--- src/rtl/mem_read_ctrl_if.sv ---
// mem_read_ctrl_if
//   Memory read bus between the load-path controller and the memory/bus unit.
//
//   Handshake: the master raises mem_stb with a word-aligned mem_addr and holds
//   both constant until it samples mem_ack high on a rising edge. mem_ack
//   qualifies mem_din in that same cycle; there is no separate data phase.
//   mem_ack while mem_stb is low carries no meaning and is ignored.
//
//   Signals:
//     mem_addr  32  word-aligned read address     (master -> slave)
//     mem_stb    1  read strobe                   (master -> slave)
//     mem_ack    1  acknowledge, mem_din valid    (slave  -> master)
//     mem_din   32  read data                     (slave  -> master)
interface mem_read_ctrl_if;
    logic [31:0] mem_addr;
    logic        mem_stb;
    logic        mem_ack;
    logic [31:0] mem_din;

    modport master (output mem_addr, output mem_stb, input mem_ack, input mem_din);
    modport slave  (input mem_addr, input mem_stb, output mem_ack, output mem_din);
endinterface

--- src/rtl/mem_read_ctrl.sv ---
// mem_read_ctrl
//   Load-path controller. Accepts a load request, issues a word-aligned read
//   on the memory bus, latches the returned word into the MDR and presents
//   both the raw MDR with its byte position and an aligned, sign/zero
//   extended load result.
//
//   Optional feature (macro MRC_TIMEOUT_EN): a REQ-state cycle counter that
//   aborts the access to FAIL after TIMEOUT cycles without mem_ack.
//
//   Ports:
//     clk, rst   clock, asynchronous active-high reset
//     start      load request (sampled only in IDLE)
//     addr       byte address of the load
//     size       00 byte, 01 half, 10 word, 11 reserved
//     sign_ext   1 = sign-extend byte/half, 0 = zero-extend
//     busy       high in every state except IDLE
//     done       one-cycle completion pulse
//     err        with done: misaligned, reserved size or timeout
//     data_out   aligned and extended load result
//     mdr_out    raw latched MDR word
//     pos_out    latched addr[1:0] for the byte-select stage
//     bus        memory read bus (master side)
//     state_dbg  current FSM state encoding
module mem_read_ctrl #(
    parameter int unsigned TIMEOUT = 16
) (
    input  logic             clk,
    input  logic             rst,
    input  logic             start,
    input  logic [31:0]      addr,
    input  logic [1:0]       size,
    input  logic             sign_ext,
    output logic             busy,
    output logic             done,
    output logic             err,
    output logic [31:0]      data_out,
    output logic [31:0]      mdr_out,
    output logic [1:0]       pos_out,
    mem_read_ctrl_if.master  bus,
    output logic [1:0]       state_dbg
);

    if (TIMEOUT < 1) begin : g_timeout_check
        $error("mem_read_ctrl: TIMEOUT must be at least 1");
    end

    typedef enum logic [1:0] {
        IDLE = 2'd0,
        REQ  = 2'd1,
        DONE = 2'd2,
        FAIL = 2'd3
    } state_t;

    state_t      state_q, state_n;
    logic        busy_q, busy_n, done_q, done_n, err_q, err_n;
    logic        stb_q, stb_n;
    logic [31:0] maddr_q, maddr_n;
    logic [31:0] mdr_q, mdr_n;
    logic [31:0] data_q, data_n;
    logic [1:0]  pos_q, pos_n;
    // Request attributes captured at acceptance; used when the word returns.
    logic [1:0]  lat_pos_q, lat_pos_n;
    logic [1:0]  lat_size_q, lat_size_n;
    logic        lat_sext_q, lat_sext_n;
    logic        illegal;

`ifdef MRC_TIMEOUT_EN
    localparam int unsigned CW = $clog2(TIMEOUT + 1);
    logic [CW-1:0] cnt_q, cnt_n;
`endif

    // Byte lane is picked by the low address bits; halfword by pos[1] only.
    function automatic logic [31:0] align_load(input logic [31:0] w,
                                               input logic [1:0]  pos,
                                               input logic [1:0]  sz,
                                               input logic        sx);
        logic [7:0]  b;
        logic [15:0] h;
        logic [31:0] r;
        b = w[{pos, 3'b000} +: 8];
        h = pos[1] ? w[31:16] : w[15:0];
        case (sz)
            2'b00:   r = {{24{sx & b[7]}}, b};
            2'b01:   r = {{16{sx & h[15]}}, h};
            default: r = w;
        endcase
        return r;
    endfunction

    always_comb begin
        illegal = (size == 2'b11) ||
                  (size == 2'b01 && addr[0]) ||
                  (size == 2'b10 && addr[1:0] != 2'b00);
    end

    always_comb begin
        state_n    = state_q;
        stb_n      = stb_q;
        maddr_n    = maddr_q;
        mdr_n      = mdr_q;
        pos_n      = pos_q;
        data_n     = data_q;
        lat_pos_n  = lat_pos_q;
        lat_size_n = lat_size_q;
        lat_sext_n = lat_sext_q;
`ifdef MRC_TIMEOUT_EN
        cnt_n      = cnt_q;
`endif
        case (state_q)
            IDLE: begin
                if (start) begin
                    lat_pos_n  = addr[1:0];
                    lat_size_n = size;
                    lat_sext_n = sign_ext;
                    if (illegal) begin
                        state_n = FAIL;
                        data_n  = '0;
                    end else begin
                        state_n = REQ;
                        stb_n   = 1'b1;
                        maddr_n = {addr[31:2], 2'b00};
`ifdef MRC_TIMEOUT_EN
                        cnt_n   = '0;
`endif
                    end
                end
            end
            REQ: begin
                if (bus.mem_ack) begin
                    mdr_n   = bus.mem_din;
                    pos_n   = lat_pos_q;
                    data_n  = align_load(bus.mem_din, lat_pos_q, lat_size_q, lat_sext_q);
                    stb_n   = 1'b0;
                    state_n = DONE;
                end
`ifdef MRC_TIMEOUT_EN
                // Expiry only applies when no ack arrives in the same cycle.
                else if (cnt_q == CW'(TIMEOUT - 1)) begin
                    stb_n   = 1'b0;
                    data_n  = '0;
                    state_n = FAIL;
                end else begin
                    cnt_n = cnt_q + 1'b1;
                end
`endif
            end
            DONE:    state_n = IDLE;
            FAIL:    state_n = IDLE;
            default: state_n = IDLE;
        endcase
        busy_n = (state_n != IDLE);
        done_n = (state_n == DONE) || (state_n == FAIL);
        err_n  = (state_n == FAIL);
    end

    always_ff @(posedge clk or posedge rst) begin
        if (rst) begin
            state_q    <= IDLE;
            busy_q     <= 1'b0;
            done_q     <= 1'b0;
            err_q      <= 1'b0;
            stb_q      <= 1'b0;
            maddr_q    <= '0;
            mdr_q      <= '0;
            pos_q      <= '0;
            data_q     <= '0;
            lat_pos_q  <= '0;
            lat_size_q <= '0;
            lat_sext_q <= 1'b0;
`ifdef MRC_TIMEOUT_EN
            cnt_q      <= '0;
`endif
        end else begin
            state_q    <= state_n;
            busy_q     <= busy_n;
            done_q     <= done_n;
            err_q      <= err_n;
            stb_q      <= stb_n;
            maddr_q    <= maddr_n;
            mdr_q      <= mdr_n;
            pos_q      <= pos_n;
            data_q     <= data_n;
            lat_pos_q  <= lat_pos_n;
            lat_size_q <= lat_size_n;
            lat_sext_q <= lat_sext_n;
`ifdef MRC_TIMEOUT_EN
            cnt_q      <= cnt_n;
`endif
        end
    end

    assign busy         = busy_q;
    assign done         = done_q;
    assign err          = err_q;
    assign data_out     = data_q;
    assign mdr_out      = mdr_q;
    assign pos_out      = pos_q;
    assign bus.mem_stb  = stb_q;
    assign bus.mem_addr = maddr_q;
    assign state_dbg    = state_q;

endmodule

--- src/flat_wrapper.sv ---
// flat-port wrapper written by rule: the top's interface ports become plain ports
module mem_read_ctrl_flat 
#(
    parameter int unsigned TIMEOUT = 16
)
  (clk, rst, start, addr, size, sign_ext, busy, done, err, data_out, mdr_out, pos_out, state_dbg, bus_mem_addr, bus_mem_stb, bus_mem_ack, bus_mem_din);
  mem_read_ctrl_if bus_i ();
  input  logic clk;
  input  logic rst;
  input  logic start;
  input  logic [31:0] addr;
  input  logic [1:0] size;
  input  logic sign_ext;
  output logic busy;
  output logic done;
  output logic err;
  output logic [31:0] data_out;
  output logic [31:0] mdr_out;
  output logic [1:0] pos_out;
  output logic [1:0] state_dbg;
  output wire logic [$bits(bus_i.mem_addr)-1:0] bus_mem_addr;
  output wire logic [$bits(bus_i.mem_stb)-1:0] bus_mem_stb;
  input wire logic [$bits(bus_i.mem_ack)-1:0] bus_mem_ack;
  input wire logic [$bits(bus_i.mem_din)-1:0] bus_mem_din;
  assign bus_mem_addr = bus_i.mem_addr;
  assign bus_mem_stb = bus_i.mem_stb;
  assign bus_i.mem_ack = bus_mem_ack;
  assign bus_i.mem_din = bus_mem_din;
  mem_read_ctrl #(.TIMEOUT(TIMEOUT)) u_core (.clk(clk), .rst(rst), .start(start), .addr(addr), .size(size), .sign_ext(sign_ext), .busy(busy), .done(done), .err(err), .data_out(data_out), .mdr_out(mdr_out), .pos_out(pos_out), .bus(bus_i), .state_dbg(state_dbg));
endmodule
--- config.mk ---
export PLATFORM = sky130hd
export DESIGN_NAME = mem_read_ctrl_flat
export DESIGN_NICKNAME = d
export VERILOG_FILES = /design/src/rtl/mem_read_ctrl_if.sv /design/src/rtl/mem_read_ctrl.sv /design/src/flat_wrapper.sv
export SDC_FILE = /design/constraint.sdc
export NUM_CORES = 1
export LEC_CHECK = 0
export BUFFER_PORTS_ARGS = -buffer_cell sky130_fd_sc_hd__buf_4
export CORE_ASPECT_RATIO = 0.8
export CORE_MARGIN = 3
export CORE_UTILIZATION = 44
export DETAILED_ROUTE_END_ITERATION = 10
export GPL_TIMING_DRIVEN = 0
export PLACE_DENSITY = 0.76
export SYNTH_ARGS = -nofsm -noshare
export SYNTH_HDL_FRONTEND = slang
export SYNTH_SLANG_ARGS = --single-unit
--- constraint.sdc ---
create_clock -name clk -period 3.1 [get_ports clk]
set_input_delay 0.155 -clock clk [delete_from_list [all_inputs] [get_ports clk]]
set_output_delay 0.155 -clock clk [all_outputs]
set_load 0.01 [all_outputs]
Yosys cells after proc, flatten, opt, wreduce, memory -nomap -nowiden
Index checks and enable logic that the tools add are counted.

storage, ports and cells
  register bits = 107
  bits in latches = 0
  bits in writable memories = 0
  memory bits (read-only) = 0
  bits of input ports = 71
  output and inout port bits = 104
  logic and storage cells = 59
  memories = 0

operators by class
  add/subtract/negate cells = 0
  multiply operators = 0
  div/mod/pow operators = 0
  magnitude comparators = 0
  equal/unequal tests = 13
  shift operators = 1
  mux-type cells = 14
  bitwise logic cells = 3
  reductions and logical operators = 16

operator list
  kind                                                             number
  32-bit one-hot mux with 2 select lines                           2
  32-bit two-way mux                                               3
  32-bit by 6-bit indexed part select with 8-bit output            1
  16-bit two-way mux                                               1
  2-bit == test, second input constant                             6
  4-bit AND reduction                                              2
  2-bit by 1-bit == test with 1-bit output, second input constant  3
  2-bit two-way mux                                                3
  2-bit != test, second input constant                             3
  2-bit one-hot mux with 3 select lines                            1
  2-bit nonzero test                                               3
  2-bit logical NOT                                                2
  2-bit AND reduction                                              2
  1-bit logical OR                                                 3
  1-bit two-way mux                                                3
  3-bit AND reduction                                              1
  1-bit bitwise AND                                                2
  1-bit logical AND                                                2
  2-bit by 1-bit != test with 1-bit output, second input constant  1
  1-bit one-hot mux with 2 select lines                            1
  2-bit OR reduction                                               1
  1-bit inverter                                                   1

Depth between registers and ports, before layout
  word-level depth = 9
  mapped depth = 6

Worst setup path after synthesis
Ideal clock, no wire load.

  path type = reg-to-reg
  start = register u_core.state_q[0], in the netlist u_core.state_dbg[0]
  end = register u_core.data_q[16], in the netlist u_core.data_out[16]
  setup time = 0.126 ns
  arrival time = 1.636 ns
  data required time = 2.974 ns
  setup slack = 1.338 ns
  cell stages (with the launch flop) = 6
  buffers on the path = 1
  period minus slack after synthesis = 1.762 ns
  cell sequence = dfrtp_1 or3b_4 nor3_4 nor2_2 buf_6 a221o_1

on the way
  longest elaborated chain between the ends = 3
  elaborated cells on any way between the ends = 8
  classes of those cells = eq/ne: 4; mux: 1; reduce/logical: 3

RTL lines
  what                                                                                  RTL line              source
  start, declared                                                                       mem_read_ctrl.sv:54   state_t state_q, state_n;
  start signal, assigned                                                                mem_read_ctrl.sv:174  state_q <= state_n;
  2-bit by 1-bit == test with 1-bit output / 2-bit logical NOT (equally long branches)  mem_read_ctrl.sv:109  case (state_q)
  2-bit != test (no line), or another cell as far along                                 n/a
  4-bit AND reduction (no line)                                                         n/a
  end signal, assigned                                                                  mem_read_ctrl.sv:182  data_q <= data_n;
  end, declared                                                                         mem_read_ctrl.sv:59   logic [31:0] data_q, data_n;

Parallel ways exist; a longest one is shown, timed or not.
A chain may end at the register's enable or synchronous reset.

Worst setup path in the final report
  start = register u_core.lat_pos_q[0]
  end = register u_core.data_q[21], in the netlist u_core.data_out[21]

on the way
  longest elaborated chain between the ends = 5

RTL lines
  what                                                   RTL line              source
  start, declared                                        mem_read_ctrl.sv:62   logic [1:0] lat_pos_q, lat_pos_n;
  start signal, assigned                                 mem_read_ctrl.sv:183  lat_pos_q <= lat_pos_n;
  32-bit by 6-bit indexed part select with 8-bit output  mem_read_ctrl.sv:80   b = w[{pos, 3'b000} +: 8];
  1-bit bitwise AND                                      mem_read_ctrl.sv:83   2'b00: r = {{24{sx & b[7]}}, b};
  32-bit one-hot mux with 2 select lines                 mem_read_ctrl.sv:82   case (sz)
  32-bit two-way mux                                     mem_read_ctrl.sv:129  if (bus.mem_ack) begin
  32-bit one-hot mux with 2 select lines                 mem_read_ctrl.sv:109

Every way passes these cells. The select of a mux whose other input is x is not followed.

==> results.md <==
Detailed routing:
- Dividing the detail-routed via count by the number of cells gives 5.27.
- In this run, the number of DRC markers left after iteration 0 of detailed routing was 255.
- For this run, the detailed router's first-pass iteration total came to 5.
- Across all layers, the routed design uses 3817 vias.
- The remaining number of nets flagged by the antenna check after routing is 0.
- The total detailed-routing wirelength is 13.1 mm.
- In the final routed layout, each cell accounts on average for 18.1 um.
- In the routed design, unresolved DRC markers number 0.

Pwr:
- The reported leakage power is 3.22 nW.
- The power per cell area is 990 nW/um^2.
- The worst-case IR drop observed on VDD is 0.508 mV.
- After layout, the design draws a total of 6.31 mW.

Place:
- The HPWL after detailed placement is 9.88 mm.
- At the end of routability-driven placement, the weighted congestion stood at 0.847.
- After detailed placement, the total cell area comes to around 6000 um^2.
- The total of buffers placed on input and output ports is approximately 170.

STA:
- Setup repair after global routing left no endpoint under its margin.
- The number of endpoints with negative hold slack in the final report is 0.
- The highest clock frequency the design can meet is 481 MHz.
- The actual slew at the worst max-slew pin is 0.679 ns.
- The setup violation total in the final timing report is 0.
- Dividing the final minimum period by the clock period gives approximately two thirds.
- The post-route minimum period is approximately 2.1 ns.
- The clock arrives with about 0.0067 ns of skew.
- The tightest slew margin relative to the limit is 54.8%.
- On the final layout, the worst hold slack is 0.0241 ns.
- The number of max-slew violations in the final report is 0.

Worst setup path:
- The count of buffer and inverter cells on the critical path is 1.
- The worst setup path is captured at a register.
- The signal on the critical path passes through or2_0 -> or2_1 -> a21oi_1 -> buf_2 -> a221o_1.
- The cell with the biggest individual delay on the critical path is sky130_fd_sc_hd__a21oi_1.
- For this run, the slowest stage of the critical path takes 0.54 ns.
- The gate family responsible for the most delay along the worst path is compound AO/OA/AOI/OAI gates.
- The critical path in this run is classified as register to register.
- STA classifies the critical path startpoint as a register.
- The arrival time reported for the critical path endpoint is 2.36 ns.
- The largest fanout on the critical path is 10.
- The data required time of the critical path is 3.38 ns.

Job:
- The tool flagged a number of max-cap violations equal to 0.

Cells and area:
- The share of layout cells above drive strength 1 is approximately two fifths.
- The top cell types in the final layout, fill and taps aside, are 174 x sky130_fd_sc_hd__buf_4, 110 x sky130_fd_sc_hd__nand2_1, 107 x sky130_fd_sc_hd__dfrtp_1, 27 x sky130_fd_sc_hd__mux2_2, 20 x sky130_fd_sc_hd__a221o_1.
- Compared with the post-synthesis result, the final layout area differs by 41.5%.
- The finished cells cover 6370 um^2.
- The number of nets in the layout is 654.
- The core occupancy in the finished layout is 65.0%.
- The area taken by flip-flops and latches is between 2000 and 3000 um^2.
- The leading cell type in the layout, fill and taps excluded is sky130_fd_sc_hd__buf_4.
- The repair_antennas step left the layout with diodes totalling 0.
- The layout has 785 filler cells.
- The multi-input combinational cells in the finished layout cover a total of 1680 um^2.

Clock network:
- CTS placed an instance of sky130_fd_sc_hd__clkbuf_16 at the clock tree root.
- The register clock-pin slew on the reported worst setup and hold paths is 0.07 ns.
- The clock tree from TritonCTS is done.
- The worst-case clock buffer depth is 2.
- The number of clock buffers added by TritonCTS is 9.
- The clock sink count is 107.
- The post-cts sizing count is 0.
- The deepest level of the CTS H-tree is 3.
- The source-to-sink clock delay at the later pin of the worst-skew pair is roughly 0.34 ns.

GRT:
- The initial antenna violation count is 0.
- The via count of the first global-routing pass is 3804.
- The total global routing overflow is 0.
- The combined global-route utilization of all metal layers is 22.8%.
- The first global-routing pass estimated 20.4 mm of wire.
- The maximum number of pins on one net before global-route repair is 61.

Synth:
- The total of warnings raised by yosys is 0.
- The portion of the post-synthesis area used by sequential elements is roughly three fifths.
- The count of cell types in the netlist is 36.
- The post-synthesis sequential element count is 107.
- The synthesized instance count is ~400.
- The post-synthesis average cell area is 11.4 um^2.
- The synthesized area is around 4500 um^2.

Floorplan:
- The x dimension of the die is 119 um.
- The die is ~97 um tall.
- 175 I/O pins were placed.
- The floorplan core area is slightly below 10000 um^2.
- In this run the core area contains 32 standard-cell rows.
- Once the floorplan was initialized, standard cells occupied 45.9% of the core.
- The full die area is ~11000 um^2.

Status:
- The run finished with clean final reports.

Worst hold path:
- The tightest min-delay check is of the input port to register type.
==> sequential cells by signal (all words and copies together), names as in the netlist <==
register,flops
u_core.bus.mem_addr,30
u_core.bus.mem_stb,1
u_core.busy,1
u_core.data_out,32
u_core.done,1
u_core.err,1
u_core.lat_pos_q,2
u_core.lat_sext_q,1
u_core.lat_size_q,2
u_core.mdr_out,32
u_core.pos_out,2
u_core.state_dbg,2
==> cells in the mapped netlist <==
master                      number  area, um^2
sky130_fd_sc_hd__nor3b_2         1        12.5
sky130_fd_sc_hd__o2bb2ai_1      10        87.6
sky130_fd_sc_hd__a32o_1          6        60.1
sky130_fd_sc_hd__mux2i_1        13         130
sky130_fd_sc_hd__dfrtp_1       107        2680
sky130_fd_sc_hd__a221o_1        20         200
sky130_fd_sc_hd__inv_1           7        26.3
sky130_fd_sc_hd__a211oi_1        1        7.51
sky130_fd_sc_hd__a21oi_1         9        45.0
sky130_fd_sc_hd__buf_6           2        22.5
sky130_fd_sc_hd__clkinv_1        1        3.75
sky130_fd_sc_hd__nor2_2          1        6.26
sky130_fd_sc_hd__buf_2           8        40.0
sky130_fd_sc_hd__or2_1           2        12.5
sky130_fd_sc_hd__or2_0           1        6.26
sky130_fd_sc_hd__nand2_1       110         413
sky130_fd_sc_hd__and3_1          4        25.0
sky130_fd_sc_hd__nor3_4          1        16.3
sky130_fd_sc_hd__nand2b_1        7        43.8
sky130_fd_sc_hd__and4bb_2        1        12.5
sky130_fd_sc_hd__mux2_2         27         304
sky130_fd_sc_hd__conb_1          1        3.75
sky130_fd_sc_hd__o221a_2         2        22.5
sky130_fd_sc_hd__or3_1           4        25.0
sky130_fd_sc_hd__buf_4           2        15.0
sky130_fd_sc_hd__mux2_1          5        56.3
sky130_fd_sc_hd__o21ai_1         1        5.00
sky130_fd_sc_hd__clkbuf_1       10        37.5
sky130_fd_sc_hd__a2bb2oi_2       1        15.0
sky130_fd_sc_hd__buf_1           2        7.51
sky130_fd_sc_hd__o21ai_0        13        65.1
sky130_fd_sc_hd__or3b_4          1        11.3
sky130_fd_sc_hd__nor3_1          1        5.00
sky130_fd_sc_hd__nor2_1          5        18.8
sky130_fd_sc_hd__o221ai_1        6        52.6
sky130_fd_sc_hd__nor2b_1         2        12.5
==> worst register-to-register path, cell delays in order (launching register included) <==
cell and delay (ns):
sky130_fd_sc_hd__dfrtp_1 0.45, sky130_fd_sc_hd__or2_0 0.27, sky130_fd_sc_hd__or2_1 0.26, sky130_fd_sc_hd__a21oi_1 0.54
sky130_fd_sc_hd__buf_2 0.34, sky130_fd_sc_hd__a221o_1 0.16
==> logic make-up after synthesis <==
logic type | after synthesis | share of synthesized area [%]
multiplexers | 45 | 10.9
buffers and inverters | 32 | 3.39
other | 1 | 0.0832
AND/OR/NAND/NOR | 141 | 13.8
AO/OA/AOI/OAI | 69 | 12.4
flip-flops | 107 | 59.4
==> worst paths after layout <==
kind                                                 startpoint  depth (start not counted)  slack (ns)                         endpoint
min in group asynchronous                                   rst                          3        0.47  u_core.data_out[31]$_DFFE_PP0P_
worst max-delay path            u_core.lat_pos_q[0]$_DFFE_PP0P_                          5        1.02  u_core.data_out[21]$_DFFE_PP0P_
worst min register to register   u_core.mdr_out[15]$_DFFE_PP0P_                          2        0.48   u_core.mdr_out[15]$_DFFE_PP0P_
max in group asynchronous                                   rst                          4        1.93   u_core.data_out[2]$_DFFE_PP0P_
worst min-delay path                             bus_mem_din[1]                          3        0.02    u_core.mdr_out[1]$_DFFE_PP0P_
worst max register to register  u_core.lat_pos_q[0]$_DFFE_PP0P_                          5        1.02  u_core.data_out[21]$_DFFE_PP0P_
==> layer usage <==
metal / track usage [%] / vias to the layer above / share of wire, %
li1: - / 1747 / -
met2: 36.2 / 182 / 47
met4: 5.88 / 0 / 1.1
met5: 0 / - / 0
met3: 5.76 / 16 / 8.5
met1: 31.5 / 1872 / 43
==> what timing repair did <==
action	CTS	global route
hold endpoints to repair	49	0
hold buffers	3	0
buffers inserted	0	0
==> final cells by class <==
cell class	count	area share, %
sequential	107	42.0
multi-input combinational	257	26.3
timing repair buffer	176	21.2
clock buffer	11	3.81
tap	136	2.67
buffer	24	1.92
clock inverter	5	1.57
inverter	8	0.510
==> per-stage QoR <==
stage,setup slack [ns],setup TNS (ns),cells
6_report,1.02,0,724
2_1_floorplan,0.128,0,396
3_3_place_gp,-0.957,-101.66,704
4_1_cts,1.01,0,724
3_5_place_dp,1.06,0,705
5_1_grt,0.862,0,724
==> where the power goes <==
part / internal, mW / switching [mW]
clock network: 0.809 / 0.497
registers: 2.03 / 0.404
logic: 1.35 / 1.23
total: 4.18 / 2.13
Note: power is estimated with default switching activity, not from simulation.
